### config.mk
export PLATFORM = sky130hd
export DESIGN_NAME = io_input_conditioner_flat
export DESIGN_NICKNAME = d
export VERILOG_FILES = /design/src/rtl/io_pkg.sv /design/src/rtl/io_input_conditioner_if.sv /design/src/rtl/switch_debounce.sv /design/src/rtl/io_input_conditioner.sv /design/src/flat_wrapper.sv
export SDC_FILE = /design/constraint.sdc
export NUM_CORES = 1
export LEC_CHECK = 0
export CORE_MARGIN = 2
export CORE_UTILIZATION = 28
export CTS_CLUSTER_SIZE = 14
export DETAILED_ROUTE_END_ITERATION = 10
export SLEW_MARGIN = 20
export SYNTH_ARGS = -nofsm -noshare
export SYNTH_HDL_FRONTEND = slang
export SYNTH_SLANG_ARGS = --single-unit
### constraint.sdc
create_clock -name CLK -period 5 [get_ports CLK]
set_input_delay 0.75 -clock CLK [delete_from_list [all_inputs] [get_ports CLK]]
set_output_delay 0.75 -clock CLK [all_outputs]
set_load 0.01 [all_outputs]
### src/rtl/io_pkg.sv
// io_pkg
// Shared constants for the IO input stage: the word addresses the processor
// uses to reach the switch registers, and the bit positions inside the status
// word. No ports; imported by the modules that decode IO addresses.
package io_pkg;

  localparam logic [3:0] IO_ADDR_SPEED  = 4'h4;
  localparam logic [3:0] IO_ADDR_DIR    = 4'h8;
  localparam logic [3:0] IO_ADDR_STATUS = 4'hC;

  // Bit positions inside the status word.
  localparam int STAT_SPD = 0;
  localparam int STAT_DIR = 1;

endpackage

### src/rtl/io_input_conditioner_if.sv
// io_input_conditioner_if
// Processor-side IO read bus for the input conditioner.
//   IOAddr     : IO word address driven by the processor
//   IOReadEn   : one-cycle strobe, high when the processor completes a load
//   IOReadData : read data for IOAddr, combinational from registered state
// Handshake: there is no valid/ready pair. IOReadData is valid whenever IOAddr
// is stable; IOReadEn qualifies a completed load and is only used to trigger
// read side effects (clear-on-read of the status word) on the edge that ends
// the strobe cycle. The slave can never stall the master.
interface io_input_conditioner_if;

  logic [3:0]  IOAddr;
  logic        IOReadEn;
  logic [31:0] IOReadData;

  modport master (
    output IOAddr,
    output IOReadEn,
    input  IOReadData
  );

  modport slave (
    input  IOAddr,
    input  IOReadEn,
    output IOReadData
  );

endinterface

### src/rtl/switch_debounce.sv
// switch_debounce
// One switch bit: two-flop synchronizer, debounce counter, accepted level and
// a one-cycle change pulse.
//   clk_i    : system clock
//   rst_i    : asynchronous active-high reset
//   raw_i    : raw asynchronous switch level
//   stable_o : debounced level
//   chg_o    : high for one cycle, on the cycle after stable_o toggles
// DEBOUNCE_CYCLES must lie in 2..(2**CNT_W - 1).
module switch_debounce #(
  parameter int DEBOUNCE_CYCLES = 20000,
  parameter int CNT_W           = 15
) (
  input  logic clk_i,
  input  logic rst_i,
  input  logic raw_i,
  output logic stable_o,
  output logic chg_o
);

  localparam logic [CNT_W-1:0] CNT_LAST = CNT_W'(DEBOUNCE_CYCLES - 1);

  logic             s1_q, s1_d;
  logic             s2_q, s2_d;
  logic             stable_q, stable_d;
  logic             chg_q, chg_d;
  logic [CNT_W-1:0] cnt_q, cnt_d;

  always_comb begin
    s1_d     = raw_i;
    s2_d     = s1_q;
    stable_d = stable_q;
    cnt_d    = cnt_q;
    chg_d    = 1'b0;
    if (s2_q == stable_q) begin
      // Level matches (or bounced back): restart the window.
      cnt_d = '0;
    end else if (cnt_q == CNT_LAST) begin
      // Held different for DEBOUNCE_CYCLES edges: accept. The counter never
      // passes CNT_LAST, so it cannot wrap.
      stable_d = s2_q;
      cnt_d    = '0;
      chg_d    = 1'b1;
    end else begin
      cnt_d = cnt_q + 1'b1;
    end
  end

  always_ff @(posedge clk_i or posedge rst_i) begin
    if (rst_i) begin
      s1_q     <= 1'b0;
      s2_q     <= 1'b0;
      stable_q <= 1'b0;
      cnt_q    <= '0;
      chg_q    <= 1'b0;
    end else begin
      s1_q     <= s1_d;
      s2_q     <= s2_d;
      stable_q <= stable_d;
      cnt_q    <= cnt_d;
      chg_q    <= chg_d;
    end
  end

  assign stable_o = stable_q;
  assign chg_o    = chg_q;

endmodule

### src/rtl/io_input_conditioner.sv
// io_input_conditioner
// Memory-mapped input stage between the board switches and the processor IO
// read port. Debounces the speed/direction switches, keeps sticky change
// flags and decodes the IO read map.
//   CLK      : system clock (single domain)
//   RESET    : asynchronous active-high reset
//   SW_IN    : raw switches, [1:0] speed, [2] direction
//   bus      : IO read bus (slave side): IOAddr, IOReadEn -> IOReadData
//   SW_CLEAN : debounced switch levels
// Read map: 4'h4 speed, 4'h8 direction, 4'hC status {dir_chg, spd_chg}
// (cleared by a strobed read), anything else reads 0.
module io_input_conditioner
  import io_pkg::*;
#(
  parameter int DEBOUNCE_CYCLES = 20000,
  parameter int CNT_W           = 15
) (
  input  logic                    CLK,
  input  logic                    RESET,
  input  logic [2:0]              SW_IN,
  io_input_conditioner_if.slave   bus,
  output logic [2:0]              SW_CLEAN
);

  logic [2:0] stable;
  logic [2:0] chg;

  for (genvar i = 0; i < 3; i++) begin : g_db
    switch_debounce #(
      .DEBOUNCE_CYCLES (DEBOUNCE_CYCLES),
      .CNT_W           (CNT_W)
    ) u_db (
      .clk_i    (CLK),
      .rst_i    (RESET),
      .raw_i    (SW_IN[i]),
      .stable_o (stable[i]),
      .chg_o    (chg[i])
    );
  end

  logic [1:0] stat_q, stat_d;
  logic       stat_clr;

  assign stat_clr = bus.IOReadEn && (bus.IOAddr == IO_ADDR_STATUS);

  // Clear first, then set, so an event landing on the clearing edge survives.
  always_comb begin
    stat_d = stat_q;
    if (stat_clr) begin
      stat_d = '0;
    end
    if (chg[0] || chg[1]) begin
      stat_d[STAT_SPD] = 1'b1;
    end
    if (chg[2]) begin
      stat_d[STAT_DIR] = 1'b1;
    end
  end

  always_ff @(posedge CLK or posedge RESET) begin
    if (RESET) begin
      stat_q <= '0;
    end else begin
      stat_q <= stat_d;
    end
  end

  always_comb begin
    bus.IOReadData = 32'h0;
    case (bus.IOAddr)
      IO_ADDR_SPEED:  bus.IOReadData = {30'b0, stable[1:0]};
      IO_ADDR_DIR:    bus.IOReadData = {31'b0, stable[2]};
      IO_ADDR_STATUS: bus.IOReadData = {30'b0, stat_q};
      default:        bus.IOReadData = 32'h0;
    endcase
  end

  assign SW_CLEAN = stable;

endmodule

### src/flat_wrapper.sv
// flat-port wrapper written by rule: the top's interface ports become plain ports
module io_input_conditioner_flat import io_pkg::*;
#(
  parameter int DEBOUNCE_CYCLES = 20000,
  parameter int CNT_W           = 15
)
  (CLK, RESET, SW_IN, SW_CLEAN, bus_IOAddr, bus_IOReadEn, bus_IOReadData);
  io_input_conditioner_if bus_i ();
  input  logic CLK;
  input  logic RESET;
  input  logic [2:0] SW_IN;
  output logic [2:0] SW_CLEAN;
  input wire logic [$bits(bus_i.IOAddr)-1:0] bus_IOAddr;
  input wire logic [$bits(bus_i.IOReadEn)-1:0] bus_IOReadEn;
  output wire logic [$bits(bus_i.IOReadData)-1:0] bus_IOReadData;
  assign bus_i.IOAddr = bus_IOAddr;
  assign bus_i.IOReadEn = bus_IOReadEn;
  assign bus_IOReadData = bus_i.IOReadData;
  io_input_conditioner #(.DEBOUNCE_CYCLES(DEBOUNCE_CYCLES), .CNT_W(CNT_W)) u_core (.CLK(CLK), .RESET(RESET), .SW_IN(SW_IN), .bus(bus_i), .SW_CLEAN(SW_CLEAN));
endmodule
==> flow_summary.toml <==
[place]
gp_congestion = 0.746
hpwl_um = 3260
dp_slack_ns = 1.91
port_buffers = 14

[routing]
drc = 0
viasPerCell = 4.25
drt_iter0_markers = 84
wl_um = 4740
first_pass_iters = 4
routedWlPerCell_um = 10.6
ant_nets = 0
via_count = 1897

[die]
die_y_um = 106
initial_core_util_pct = 28.6
pin_count = 45
core_area_um2 = 10200
rows = 37
dieArea_um2 = 11300
die_x_um = 106

[power_and_ir_drop]
seqPwrFrac_pct = 47.9
leakage_nw = 1.44
sw_frac_of_total_pct = 21.8
finalPower_mw = 1.03
clkPwrFrac_pct = 47.5
power_density_nw_per_um2 = 312
power.switching_uw = 224
p_int_uw = 805
irDropWorstVdd_v = 0.000135
combPwrFrac_pct = 4.6

[global_routing]
grt_pass1_wl_um = 8490
grtUsageMet3_pct = 3.92
grt.busiest_layer = "met2"
grt_max_degree = 60
grt_overflow = 0
grt_pass1_vias = 1830
grtUsageMet2_pct = 14.5
grtUsageMet1_pct = 12.2
grt.total_usage_pct = 9.46
antenna_found_initial = 0

[worst_setup_path]
regToRegSetupSlack_ns = 3.04
arrival_ns = 2.34
slowest_delay_ns = 0.54
critPathMaxFanout = 4
cpMostUsedCell = "clkdlybuf4s50_1"
regToRegStartpoint = "u_core.g_db[1].u_db.cnt_q[12]"
worstPathRequired_ns = 4.25
critPathCaptureType = "primary output"
path_class = "input pin to primary output"
cp-start-kind = "input pin"
cp-startpoint = "bus_IOAddr[2]"
cp_slowest_cell = "clkdlybuf4s50_1"
path_cells = "clkdlybuf4s50_1 > mux2_2 > a21oi_1 > nor3_1 > clkdlybuf4s50_1"

[sta]
worstMarginPinSlew_ns = 0.722
setup_viol = 0
relSlewSlack_pct = 51.9
finalHoldViolCount = 0
grt_setup_unrepaired = "no"
finClkSkew_ns = 0.00583
timing.setup.tns_ns = 0
fmax_mhz = 324
drv_slew = 0
worst_slack_ns = 1.91
finalCritPeriodShare_pct = 61.7
period_needed_ns = 3.09

[synth]
syn-cell-area_um2 = 2930
syn_inst = 288
synth_cell_type_count = 32
synthFlopType = "dfrtp_1"
synth_edf_count = 0
syn_avg_cell_area_um2 = 10.2
synth_area_leaders = "dfrtp_1 (50%), buf_4 (8.5%), xnor2_1 (7.2%)"
synth_top_area_share_pct = 50.4
yosys_warnings = 0
synthArstFlopShare_pct = 100
yosys.cell_count.top_type = "dfrtp_1"
ys_seq_area_share_pct = 50.4
synth_area_leader_cell = "dfrtp_1"
synth_seq_cells = 59
synth_common_cells = "dfrtp_1 (59), nor2_1 (55), buf_4 (33)"

[cells_and_area]
fillCellCount = 1059
diodes = 0
drive_gt1_share_pct = 8.39
regArea_um2 = 1480
utilization_pct = 32.3
syn2layout_area_growth_pct = 12.7
multi_input_area_um2 = 1250
nNetsFinal = 318

[clocking]
cts_resized = 0
post_cts_buffers = 0
cts_tree = "built"
insertion_delay_ns = 0.33
clkSlewWorstSetupHoldPaths_ns = 0.06
clock-root-buffer = "clkbuf_8"
htree_levels = 3
cts_buffers = 9
postCtsHoldBufs = 0
cts_buffer_depth = 2
clkSinkCount = 59

[run]
cap_violations = 0

[outcome]
status = "completed"

[min_path]
min_from = "u_core.g_db[1].u_db.s1_q"
worstHoldPathType = "flop to flop"
worst paths after layout:
check / end / cells after the start
max: bus_IOReadData[0] / 5
min: u_core.g_db[1].u_db.s2_q / 0
max reg2reg: u_core.g_db[1].u_db.cnt_q[12] / 4
min reg2reg: u_core.g_db[1].u_db.s2_q / 0
max in group asynchronous: u_core.g_db[1].u_db.cnt_q[4] / 3
min in group asynchronous: u_core.g_db[1].u_db.cnt_q[12] / 3
layout make-up:
type,count,area share [%]
well taps,136,5.16
clock buffers,11,4.59
flip-flops and latches,59,44.7
clock inverters,5,2.27
multi-input cells,211,37.8
inverters,9,1.02
repair buffers,15,4.47
logic make-up after synthesis:
family                     count (synthesis)  share of synthesized area, %
buffers and inverters                     47                          10.8
muxes                                      5                          2.14
AOI/OAI and AO/OA                          3                         0.726
other                                      1                         0.128
adders and majority gates                  3                          1.28
DFF                                       59                          50.4
xor gates and xnor gates                  42                          12.6
and+or+nand+nor                          128                          22.0
layout by cell type (no fill, tap or decap), types with 3 or more instances in the layout:
cell type	n
and4_1	5
clkbuf_8	11
clkdlybuf4s50_1	14
clkinv_2	3
conb_1	30
dfrtp_1	59
ha_1	3
inv_1	8
nand2_1	12
nand3_1	14
nand4_1	14
nor2_1	55
nor3_1	9
nor4_1	7
xnor2_1	24
xor2_1	18
power groups by stage:
stage               Combinational [mW]  Clock [mW]  Sequential [mW]
floorplan                       0.0527           0            0.500
global placement                0.0478           0            0.502
detailed placement              0.0484           0            0.502
CTS                             0.0486       0.502            0.493
finish                          0.0475       0.489            0.493
global route                    0.0556       0.528            0.494
metrics by stage:
stage / instance area, um^2 / instances / hold slack, ns
floorplan: 3040 / 317 / 0.331
global placement: 3070 / 430 / 0.341
detailed placement: 3070 / 430 / 0.336
CTS: 3300 / 446 / 0.354
global route: 3300 / 446 / 0.373
finish: 3300 / 446 / 0.354
state kept, by name (all words and copies together), names as in the netlist:
signal                     count
u_core.g_db.u_db.chg_o         3
u_core.g_db.u_db.cnt_q        45
u_core.g_db.u_db.s1_q          3
u_core.g_db.u_db.s2_q          3
u_core.g_db.u_db.stable_o      3
u_core.stat_q                  2
layer usage:
layer / part of all wire (%) / wire, um
met4: 1.2 / 59
met2: 46 / 2200
met1: 47 / 2220
met5: 0 / 0
met3: 5.4 / 257
worst max-delay path, delay by kind of cell:
| kind | cells | cell delay [ns] |
|---|---|---|
| AND/OR/NAND/NOR | 1 | 0.06 |
| multiplexers | 1 | 0.36 |
| AO/OA/AOI/OAI | 1 | 0.15 |
| buffers and inverters | 2 | 1.02 |
(Power assumes the default switching activity.)
